<file path="src/rtl/gmii_tx_sched.sv">
// Two-source GMII transmit scheduler: round-robin frame grant, preamble/SFD
// insertion, payload streaming, minimum inter-frame gap and underrun abort.
module gmii_tx_sched #(
   parameter int unsigned PREAMBLE_LEN = 7,
   parameter int unsigned IFG_LEN      = 12
) (
   input  logic       gmii_tx_clk,
   input  logic       RES,
   input  logic       sched_en,
   input  logic [7:0] s0_data,
   input  logic       s0_valid,
   input  logic       s0_last,
   output logic       s0_ready,
   input  logic [7:0] s1_data,
   input  logic       s1_valid,
   input  logic       s1_last,
   output logic       s1_ready,
   output logic [7:0] gmii_txd,
   output logic       gmii_tx_en,
   output logic       busy,
   output logic       grant_id,
   output logic       frame_done,
   output logic       underrun
);

   typedef enum logic [2:0] {IDLE, PRE, SFD, DATA, DRAIN, IFG} state_t;

   localparam logic [3:0] PRE_LOAD       = 4'(PREAMBLE_LEN - 1);
   // After a good frame the first IFG cycle still carries the last byte,
   // so that path needs one more IFG cycle than the abort/drain path.
   localparam logic [7:0] IFG_LOAD_DATA  = 8'(IFG_LEN);
   localparam logic [7:0] IFG_LOAD_DRAIN = 8'(IFG_LEN - 1);

   state_t     state_q, state_d;
   logic [3:0] pre_cnt_q, pre_cnt_d;
   logic [7:0] ifg_cnt_q, ifg_cnt_d;
   logic       grant_q, grant_d;
   logic       ptr_q, ptr_d;
   logic [7:0] txd_q, txd_d;
   logic       tx_en_q, tx_en_d;
   logic       done_q, done_d;
   logic       urun_q, urun_d;

   logic       req_any;
   logic       pick;
   logic       rdy;
   logic       g_valid;
   logic       g_last;
   logic [7:0] g_data;
   logic       launch;

   assign req_any = sched_en && (s0_valid || s1_valid);
   assign pick    = (s0_valid && s1_valid) ? ptr_q : s1_valid;

   assign g_valid = grant_q ? s1_valid : s0_valid;
   assign g_last  = grant_q ? s1_last  : s0_last;
   assign g_data  = grant_q ? s1_data  : s0_data;

   assign rdy      = (state_q == SFD) || (state_q == DATA) || (state_q == DRAIN);
   assign s0_ready = rdy && !grant_q;
   assign s1_ready = rdy && grant_q;

   always_comb begin
      state_d   = state_q;
      pre_cnt_d = pre_cnt_q;
      ifg_cnt_d = ifg_cnt_q;
      grant_d   = grant_q;
      ptr_d     = ptr_q;
      txd_d     = '0;
      tx_en_d   = 1'b0;
      done_d    = 1'b0;
      urun_d    = 1'b0;
      launch    = 1'b0;

      case (state_q)
         IDLE: begin
            if (req_any) launch = 1'b1;
         end
         PRE: begin
            tx_en_d = 1'b1;
            if (pre_cnt_q == '0) begin
               state_d = SFD;
               txd_d   = 8'hD5;
            end else begin
               pre_cnt_d = pre_cnt_q - 4'd1;
               txd_d     = 8'h55;
            end
         end
         SFD, DATA: begin
            if (g_valid) begin
               tx_en_d = 1'b1;
               txd_d   = g_data;
               if (g_last) begin
                  state_d   = IFG;
                  ifg_cnt_d = IFG_LOAD_DATA;
               end else begin
                  state_d = DATA;
               end
            end else begin
               urun_d  = 1'b1;
               state_d = DRAIN;
            end
         end
         DRAIN: begin
            if (g_valid && g_last) begin
               state_d   = IFG;
               ifg_cnt_d = IFG_LOAD_DRAIN;
            end
         end
         IFG: begin
            done_d = tx_en_q;
            if (ifg_cnt_q == '0) begin
               if (req_any) launch = 1'b1;
               else         state_d = IDLE;
            end else begin
               ifg_cnt_d = ifg_cnt_q - 8'd1;
            end
         end
         default: state_d = IDLE;
      endcase

      if (launch) begin
         grant_d   = pick;
         ptr_d     = ~pick;
         pre_cnt_d = PRE_LOAD;
         state_d   = PRE;
         txd_d     = 8'h55;
         tx_en_d   = 1'b1;
      end
   end

   always_ff @(posedge gmii_tx_clk or posedge RES) begin
      if (RES) begin
         state_q   <= IDLE;
         pre_cnt_q <= '0;
         ifg_cnt_q <= '0;
         grant_q   <= 1'b0;
         ptr_q     <= 1'b0;
         txd_q     <= '0;
         tx_en_q   <= 1'b0;
         done_q    <= 1'b0;
         urun_q    <= 1'b0;
      end else begin
         state_q   <= state_d;
         pre_cnt_q <= pre_cnt_d;
         ifg_cnt_q <= ifg_cnt_d;
         grant_q   <= grant_d;
         ptr_q     <= ptr_d;
         txd_q     <= txd_d;
         tx_en_q   <= tx_en_d;
         done_q    <= done_d;
         urun_q    <= urun_d;
      end
   end

   assign gmii_txd   = txd_q;
   assign gmii_tx_en = tx_en_q;
   assign busy       = (state_q != IDLE);
   assign grant_id   = grant_q;
   assign frame_done = done_q;
   assign underrun   = urun_q;

endmodule

</file>
<file path="config.mk">
export PLATFORM = sky130hd
export DESIGN_NAME = gmii_tx_sched
export DESIGN_NICKNAME = d
export VERILOG_FILES = /design/src/rtl/gmii_tx_sched.sv
export SDC_FILE = /design/constraint.sdc
export NUM_CORES = 1
export LEC_CHECK = 0
export CORE_UTILIZATION = 54
export DETAILED_ROUTE_END_ITERATION = 10
export PLACE_DENSITY_LB_ADDON = 0.1
export SYNTH_ARGS = -nofsm -noshare
export SYNTH_HDL_FRONTEND = slang
export SYNTH_SLANG_ARGS = --single-unit
</file>
<file path="constraint.sdc">
create_clock -name gmii_tx_clk -period 5.1 [get_ports gmii_tx_clk]
set_input_delay 0.51 -clock gmii_tx_clk [delete_from_list [all_inputs] [get_ports gmii_tx_clk]]
set_output_delay 0.51 -clock gmii_tx_clk [all_outputs]
set_load 0.03 [all_outputs]
</file>
# Word level (Yosys, flattened, before mapping)
# Cells that the tools add are included.
[totals] out_inout_bits=15 register_bits=28 wordCells=79
[op_classes] addsub=2 n_mux=33 n_eq_ne=15 bitwise=1 n_reduce_logical=19
[op_table] op="8-bit 2-to-1 mux" n=8
[op_table] op="8-bit one-hot mux with 3 select lines" n=1
[op_table] op="3-bit 2-to-1 mux" n=7
[op_table] op="8-bit one-hot mux with 2 select lines" n=1
[op_table] op="3-bit one-hot mux with 5 select lines" n=1
[op_table] op="4-bit 2-to-1 mux" n=3
[op_table] op="1-bit 2-to-1 mux" n=10
[op_table] op="2-bit != test (second input constant)" n=5
[op_table] op="5-bit AND reduction" n=2
[op_table] op="3-bit != test (second input constant)" n=3
[op_table] op="8-bit logical NOT" n=1
[op_table] op="8-bit by 1-bit subtractor with 8-bit output (second input constant)" n=1
[op_table] op="3-bit by 2-bit equality test with 1-bit output (second input constant)" n=2
[op_table] op="3-bit equality test (second input constant)" n=2
[op_table] op="3-bit nonzero test" n=2
[op_table] op="1-bit logical AND" n=5
[op_table] op="4-bit logical NOT" n=1
[op_table] op="1-bit one-hot mux with 2 select lines" n=2
[op_table] op="4-bit by 1-bit subtractor with 4-bit output (second input constant)" n=1
[op_table] op="3-bit by 1-bit equality test with 1-bit output (second input constant)" n=1
[op_table] op="3-bit logical NOT" n=1
[op_table] op="1-bit logical OR" n=3
[op_table] op="3-bit by 2-bit != test with 1-bit output (second input constant)" n=1
[op_table] op="2-bit by 1-bit != test with 1-bit output (second input constant)" n=1
[op_table] op="5 further kinds" n=5

# Longest topological paths before layout
# Gate-level depths: netlist (run 1).
[logic_depth] word_depth=7 mapped_depth=6 mapped_depth_nobuf=6

# Least setup slack after synthesis (run 1)
# Ideal clock, no wire load.
[synth_timing] kind="register to output" from="reg grant_q (netlist: grant_id)" to="out s1_ready" arrival_time_ns=1.668 stages_incl_launch_ff=5 path_slack_ns=2.922 cell_sequence="dfrtp_1 > buf_2 > buf_1 > inv_1 > nor2_1"
[synth_between] elab_chain_len=1
[synth_rtl] item="start: declaration" line_no="37" rtl="logic grant_q, grant_d;"
[synth_rtl] item="start signal: assignment" line_no="147" rtl="grant_q <= grant_d;"
[synth_rtl] item="1-bit logical AND" line_no="61" rtl="assign s1_ready = rdy && grant_q;"
[synth_rtl] item="end: declaration" line_no="17" rtl="output logic s1_ready,"
# No other way between the ends.

# Worst setup path in the final report (run 1)
[layout_timing] from="reg state_q[0]" to="out s0_ready"
[layout_between] elab_chain_len=4
[layout_rtl] item="start: declaration" line_no="34" rtl="state_t state_q, state_d;"
[layout_rtl] item="start signal: assignment" line_no="144" rtl="state_q <= state_d;"
[layout_rtl] item="3-bit by 2-bit equality test with 1-bit output" line_no="59" rtl="assign rdy = (state_q == SFD) || (state_q == DATA) || (state_q == DRAIN);"
[layout_rtl] item="1-bit logical OR" line_no="59"
[layout_rtl] item="1-bit logical OR *" line_no="59"
[layout_rtl] item="1-bit logical AND *" line_no="60" rtl="assign s0_ready = rdy && !grant_q;"
[layout_rtl] item="end: declaration" line_no="13" rtl="output logic s0_ready,"
# Every way passes the cells marked *; elsewhere a longest branch is shown, timed or not.

==> summary.txt, run 1 <==
Die
  – Die ar.: roughly 3300 um2
  – Initial core utilization: between 50% and 60%
  – Die width: 57.6 um
  – Row count: 19
  – Core area: ~2900 um2
  – Top Ports: 38
  – Die Ht: between 50 and 60 um

Clocking
  – Num CTS Buffers: 3
  – CTS tree: done
  – Cts repair resizes: 0
  – Hold buffers post-CTS: 0
  – CTS sink count: 28
  – Clock slew at reported path FFs: 0.15 ns
  – Max Buffers Root-to-Sink: 2
  – CTS Root Cell: clkbuf_4
  – Worst-Skew Late Latency: between 0.3 and 0.4 ns
  – Post-CTS setup buffers: 0
  – H-tree lvl count: 1

Power and ir drop
  – PwrDens: 533 nW/um2
  – Overall power: ~0.0011 W
  – Pleak: 0.878 nW
  – VDD IR-drop max: 0.000371 V

Route
  – Via count: 1474
  – DRC viols: 2
  – WL final: 3.86 mm
  – Avg WL per Cell: around 16 um
  – First drt pass iteration count: 7
  – Antenna-violating nets left: 0
  – Vias per cell: approximately 6.2
  – Detailed Route Iter0 Violations: between 100 and 150

Critical path
  – CP endpoint kind: output port
  – Critical setup path kind: reg2out
  – Worst Setup Start Kind: flip-flop
  – Worst path arrival time: approximately 2.2 ns
  – Reg2reg start: ifg_cnt_q[0]$_DFFE_PP0P_
  – R2r worst-path depth: 6
  – Max Fanout on Critical Path: 19
  – Reg2reg setup slack: slightly below 3 ns
  – Worst R2R End: ptr_q$_DFFE_PP0P_
  – Worst EP required: 4.59 ns

Layout
  – Sequential Area: 701 um2
  – Antenna cells: 0
  – Final net count: between 200 and 250
  – Area grow syn2layout: 23.6%
  – Multi-input logic area: roughly 870 um2
  – Layout cell share with drive strength beyond 1: ~6.3%
  – Design area: between 2000 and 2500 um2
  – Fill cell count: 215

Synth
  – Post-synth EDFFs: 0
  – Synth Area per Inst: between 9 and 10 um2
  – Mapped Nets: between 200 and 250
  – Cells after synthesis: 175
  – Async SR Flop Fraction: 100%
  – Post-synthesis sequential area ratio: between 40% and 50%
  – Yosys synthesis warning count: 0
  – Synth unique cells: 50
  – FF+latch count, synth: 28
  – Post-Syn Area: 1670 um2
  – Main synth FF type: dfrtp_1

Run status
  – Run status: finished, violations left
  – Violated checks: DRC

Worst hold path
  – Worst Hold Launch: gmii_tx_en$_DFF_PP0_
  – Worst hold stages: 1
  – Worst hold path class: reg2reg
  – Hold Crit Endpoint: frame_done$_DFF_PP0_

Placement
  – DP Worst Slack: approximately 2.8 ns
  – Placed cell areas: around 2000 um2
  – HPWL after DPL: between 2 and 3 mm
  – Placer Congestion: approximately 0.85
  – Input/output buffers: 37

Timing
  – PnR worst setup slack: between 2 and 2.5 ns
  – Final setup TNS: 0 ns
  – Relative slew slack: 31.3%
  – Slew @ Worst Pin: about 1.0 ns
  – Hold Slack: around 0.54 ns
  – Clock Skews: approximately 0.0037 ns
  – Final Cycle Share: 52.5%
  – Final Max Slew Viols: 0
  – Final Hold Vio Count: 0
  – Min cycle time layout: around 2.7 ns
  – Final setup violation count: 0
  – RSZ-0062 raised after global routing: false
  – Fmax: 0.374 GHz

GRT
  – Largest net degree at the start of global routing: 29
  – Vias in the first global route: around 1400
  – Total track usage: about a quarter
  – Congestion Overflow GR: 0
  – First-pass GRT wire length: between 6 and 7 mm
  – Antenna violations before repair: 0

Run
  – MaxCap Viol Count: 0
report_power, final:
part / switching (W) / internal, W / leakage (nW) / total [W]
logic: 0.000318 / 0.000250 / 0.508 / 0.000568
clock network: 0.0000671 / 0.0000438 / 0.0210 / 0.000111
registers: 0.000124 / 0.000296 / 0.349 / 0.000420
total: 0.000510 / 0.000590 / 0.878 / 0.00110
registers in the layout, summed over array words and instances (netlist names):
name and cells:
state_q 3, ifg_cnt_q 8, gmii_tx_en 1, underrun 1
ptr_q 1, grant_id 1, pre_cnt_q 4, frame_done 1
gmii_txd 8
cell usage in the layout, fill, tap and decap left out, types with 5 or more instances in the layout:
cell / netlist / layout
clkdlybuf4s50_1: 0 / 37
a21oi_1: 6 / 6
nor3_1: 6 / 6
mux2i_1: 12 / 12
nand2_1: 9 / 9
nor2_1: 15 / 15
dfrtp_1: 28 / 28
nor4_1: 5 / 5
o21ai_1: 11 / 11
nand3_1: 5 / 5
inv_1: 11 / 11
cells by family (layout without fill, tap and decap cells):
kind of cell | after synthesis | after routing | share of synthesized area, %
compound gates | 47 | 47 | 20.1
xor+xnor | 1 | 1 | 0.525
fa+ha+maj | 3 | 3 | 2.25
buf+inv | 22 | 53 | 5.77
flops | 28 | 28 | 42.0
mux | 13 | 13 | 8.10
simple gates | 61 | 61 | 21.3
cells in the mapped netlist, types with 3 or more instances:
library cell | instances | area share (%)
nand2_1 | 9 | 2.0
nand2b_1 | 4 | 1.5
a21oi_1 | 6 | 1.8
dfrtp_1 | 28 | 42
and3_1 | 3 | 1.1
a21o_1 | 3 | 1.3
nor2_1 | 15 | 3.4
inv_1 | 11 | 2.5
o21ai_1 | 11 | 3.3
buf_2 | 5 | 1.5
clkbuf_1 | 3 | 0.67
nand3b_1 | 3 | 1.3
nor2b_1 | 3 | 1.1
nand3_1 | 5 | 1.5
ha_1 | 3 | 2.2
a211oi_1 | 4 | 1.8
nor4_1 | 5 | 1.9
mux2i_1 | 12 | 7.2
nor3_1 | 6 | 1.8
per-layer routing:
| layer | share of wire, % | vias to the layer above | GRT usage, % |
|---|---|---|---|
| met1 | 43 | 699 | 31.7 |
| met2 | 49 | 61 | 43.7 |
| met4 | 2.2 | 0 | 11.8 |
| li1 | - | 704 | - |
| met5 | 0 | - | 0 |
| met3 | 5.9 | 10 | 4.31 |
final cells by class:
class	instances	area share [%]
Multi-Input combinational cell	125	42.3
Timing Repair Buffer	37	18.0
Tap cell	31	1.88
Sequential cell	28	34.0
Clock buffer	4	1.76
Inverter	12	2.18
worst max-delay path: stages (launching register included):
cell	delay (ns)
dfrtp_1	0.82
nor2_1	0.11
a21oi_1	0.22
nor2_1	0.06
clkdlybuf4s50_1	0.62
how the worst max path moves through the flow:
stage | start | to | slack, ns | cells after the start
global placement | state_q[0]$_DFFE_PP0P_ | s0_ready | 2.84 | 4
floorplan | grant_id$_DFFE_PP0P_ | s1_ready | 2.92 | 4
detailed placement | state_q[0]$_DFFE_PP0P_ | s0_ready | 2.83 | 4
finish | state_q[0]$_DFFE_PP0P_ | s0_ready | 2.42 | 4
CTS | state_q[0]$_DFFE_PP0P_ | s0_ready | 2.44 | 4
global route | state_q[0]$_DFFE_PP0P_ | s0_ready | 2.27 | 4
stage by stage:
step / utilization (%) / cells
global route: 72.3 / 237
floorplan: - / 175
detailed placement: 71.1 / 233
finish: 72.3 / 237
CTS: 72.3 / 237
global placement: 71.1 / 233
(Power assumes the default switching activity.)
==> run 2, diff against run 1 <==
Settings changed: CORE_UTILIZATION 54 to 50.
Clock period 5.1 ns to 2.66 ns, I/O delays scaled along.
==> summary.txt, run 2 (synthesis gave the netlist of run 1 again) <==
Layout
  – Multi-input logic area: 872 um2 (unchanged)
  – Sequential Area: 701 um2 (unchanged)
  – Fill cell count: 264 (+23%)
  – Layout cell share with drive strength beyond 1: 7.66% (+1.3 points)
  – Final net count: 236 (+1.3%)
  – Antenna cells: 0 (unchanged)
  – Commonest non-fill, non-tap cell in the layout: clkdlybuf4s50_1
  – Fin util: 67.7% (-4.6 points)
  – Most frequent cells in the layout: clkdlybuf4s50_1, dfrtp_1, nor2_1, mux2i_1
  – Area grow syn2layout: 25.9%

Critical path
  – CP endpoint kind: output port
  – Critical path origin: state_q[1]$_DFFE_PP0P_
  – Max Fanout on Critical Path: 11 (-8)
  – Worst path arrival time: 2.10 ns (-0.07 ns)
  – Worst EP required: 2.39 ns (-2.20 ns)
  – Reg2reg setup slack: 0.54 ns (-2.37 ns)
  – R2r worst-path depth: 6 (unchanged)
  – Worst Setup Start Kind: flip-flop
  – Critical setup path kind: reg2out
  – Worst R2R End: ptr_q$_DFFE_PP0P_
  – Reg2reg start: ifg_cnt_q[0]$_DFFE_PP0P_

Timing
  – Final setup TNS: 0 ns (unchanged)
  – RSZ-0062 raised after global routing: false
  – Final Hold Vio Count: 0 (unchanged)
  – Fmax: around 0.42 GHz
  – Final Max Slew Viols: 0 (unchanged)
  – Final Cycle Share: between 80% and 90%
  – Final setup violation count: 0 (unchanged)
  – Slew @ Worst Pin: 0.637 ns (-0.393 ns)
  – Min cycle time layout: approximately 2.4 ns
  – Clock Skews: 0.00219 ns (-0.00153 ns)
  – Relative slew slack: 57.5% (+26 points)

GRT
  – Vias in the first global route: 1508 (+4.6%)
  – First-pass GRT wire length: 6.92 mm (+6.6%)
  – Total track usage: 25.7% (+0.069 points)
  – Largest net degree at the start of global routing: 26 (-10%)
  – Congestion Overflow GR: 0 (unchanged)
  – Antenna violations before repair: 0 (unchanged)

Clocking
  – Num CTS Buffers: 3 (unchanged)
  – Hold buffers post-CTS: 0 (unchanged)
  – H-tree lvl count: 1 (unchanged)
  – CTS tree: done
  – Max Buffers Root-to-Sink: 2 (unchanged)
  – Post-CTS setup buffers: 0 (unchanged)
  – CTS sink count: 28 (unchanged)
  – CTS Root Cell: clkbuf_4
  – Worst-Skew Late Latency: 0.32 ns (-0.02 ns)
  – Clock slew at reported path FFs: 0.15 ns (about the same)
  – Cts repair resizes: 0 (unchanged)

Route
  – Avg WL per Cell: 16.0 um (-1.5%)
  – Vias per cell: 5.85 (-6.0%)
  – Met2 routed WL: 2.07 mm (+9.3%)
  – Via count: 1479 (+0.34%)
  – First drt pass iteration count: 4 (-3)
  – Met3 WL: 224 um (-1.3%)
  – Antenna-violating nets left: 0 (unchanged)
  – DRC viols: 0 (-2)
  – Post-Route M1 WL: 1.67 mm (+0.79%)
  – WL final: 4.05 mm (+5.1%)
  – Top Layer Used: met4
  – Detailed Route Iter0 Violations: 91 (-11%)

Power and ir drop
  – Pleak: 0.893 nW (+1.6%)
  – VDD IR-drop max: 0.000491 V (+33%)
  – Overall power: 0.00215 W (+96%)
  – PwrDens: 1020 nW/um2 (+92%)

Placement
  – Input/output buffers: 37 (unchanged)
  – Placer Congestion: 0.930 (+9.0%)
  – HPWL after DPL: 3.10 mm (+9.1%)

Die
  – Core area: 3100 um2 (+8.8%)
  – Initial core utilization: 53.8% (-4.7 points)
  – Die width: 59.8 um (+3.8%)
  – Die Ht: 59.8 um (+3.8%)
  – Top Ports: 38 (unchanged)
  – Die ar.: 3570 um2 (+7.7%)
  – Row count: 20 (+1)

Worst hold path
  – Worst hold path class: in2async

Run status
  – Run status: complete, no violations

Run
  – MaxCap Viol Count: 0 (unchanged)
[run 2: cell types whose count changed in the layout (fill, tap and decap cells not counted)]
| cell | delta |
|---|---|
| buf_4 | +3 |
[run 2: worst max path at each step]
stage          depth (start not counted)                end  slack [ns]
2_1_floorplan                          4           s1_ready        0.73
3_3_place_gp                           6  ptr_q$_DFFE_PP0P_        0.67
3_5_place_dp                           6  ptr_q$_DFFE_PP0P_        0.59
4_1_cts                                4           s1_ready        0.28
5_1_grt                                4           s0_ready        0.13
6_report                               4           s1_ready        0.30
[run 2: per-stage QoR]
step	worst slack [ns]	cell area (um2)	instances	hold slack [ns]
2_1_floorplan	0.726	1670	175	0.331
3_3_place_gp	0.670	2070	249	0.445
3_5_place_dp	0.592	2070	249	0.453
4_1_cts	0.278	2100	253	0.0814
5_1_grt	0.130	2100	253	0.110
6_report	0.299	2100	253	0.0906
[run 2: critical path, cell delays in order (launching register included)]
cell and delay (ns):
dfrtp_1 0.61, nor2b_1 0.28, a21oi_1 0.08, nor2_1 0.12
clkdlybuf4s50_1 0.67
[run 2: report_power, final]
part           internal, W  switching (W)  total, W
sequential        0.000569       0.000178  0.000747
clock            0.0000837       0.000125  0.000209
combinational     0.000500       0.000699   0.00120
[run 2: area by class of cell]
type                            count  share of cell area [%]
Multi-Input combinational cell    125                    41.5
Sequential cell                    28                    33.3
Timing Repair Buffer               40                    18.7
Tap cell                           44                    2.62
Inverter                           12                    2.14
Clock buffer                        4                    1.73
[run 2: per-layer routing]
metal	vias up	track usage (%)
met2	55	43.3
met5	-	0
li1	708	-
met3	12	3.68
met4	0	13.0
met1	704	32.0
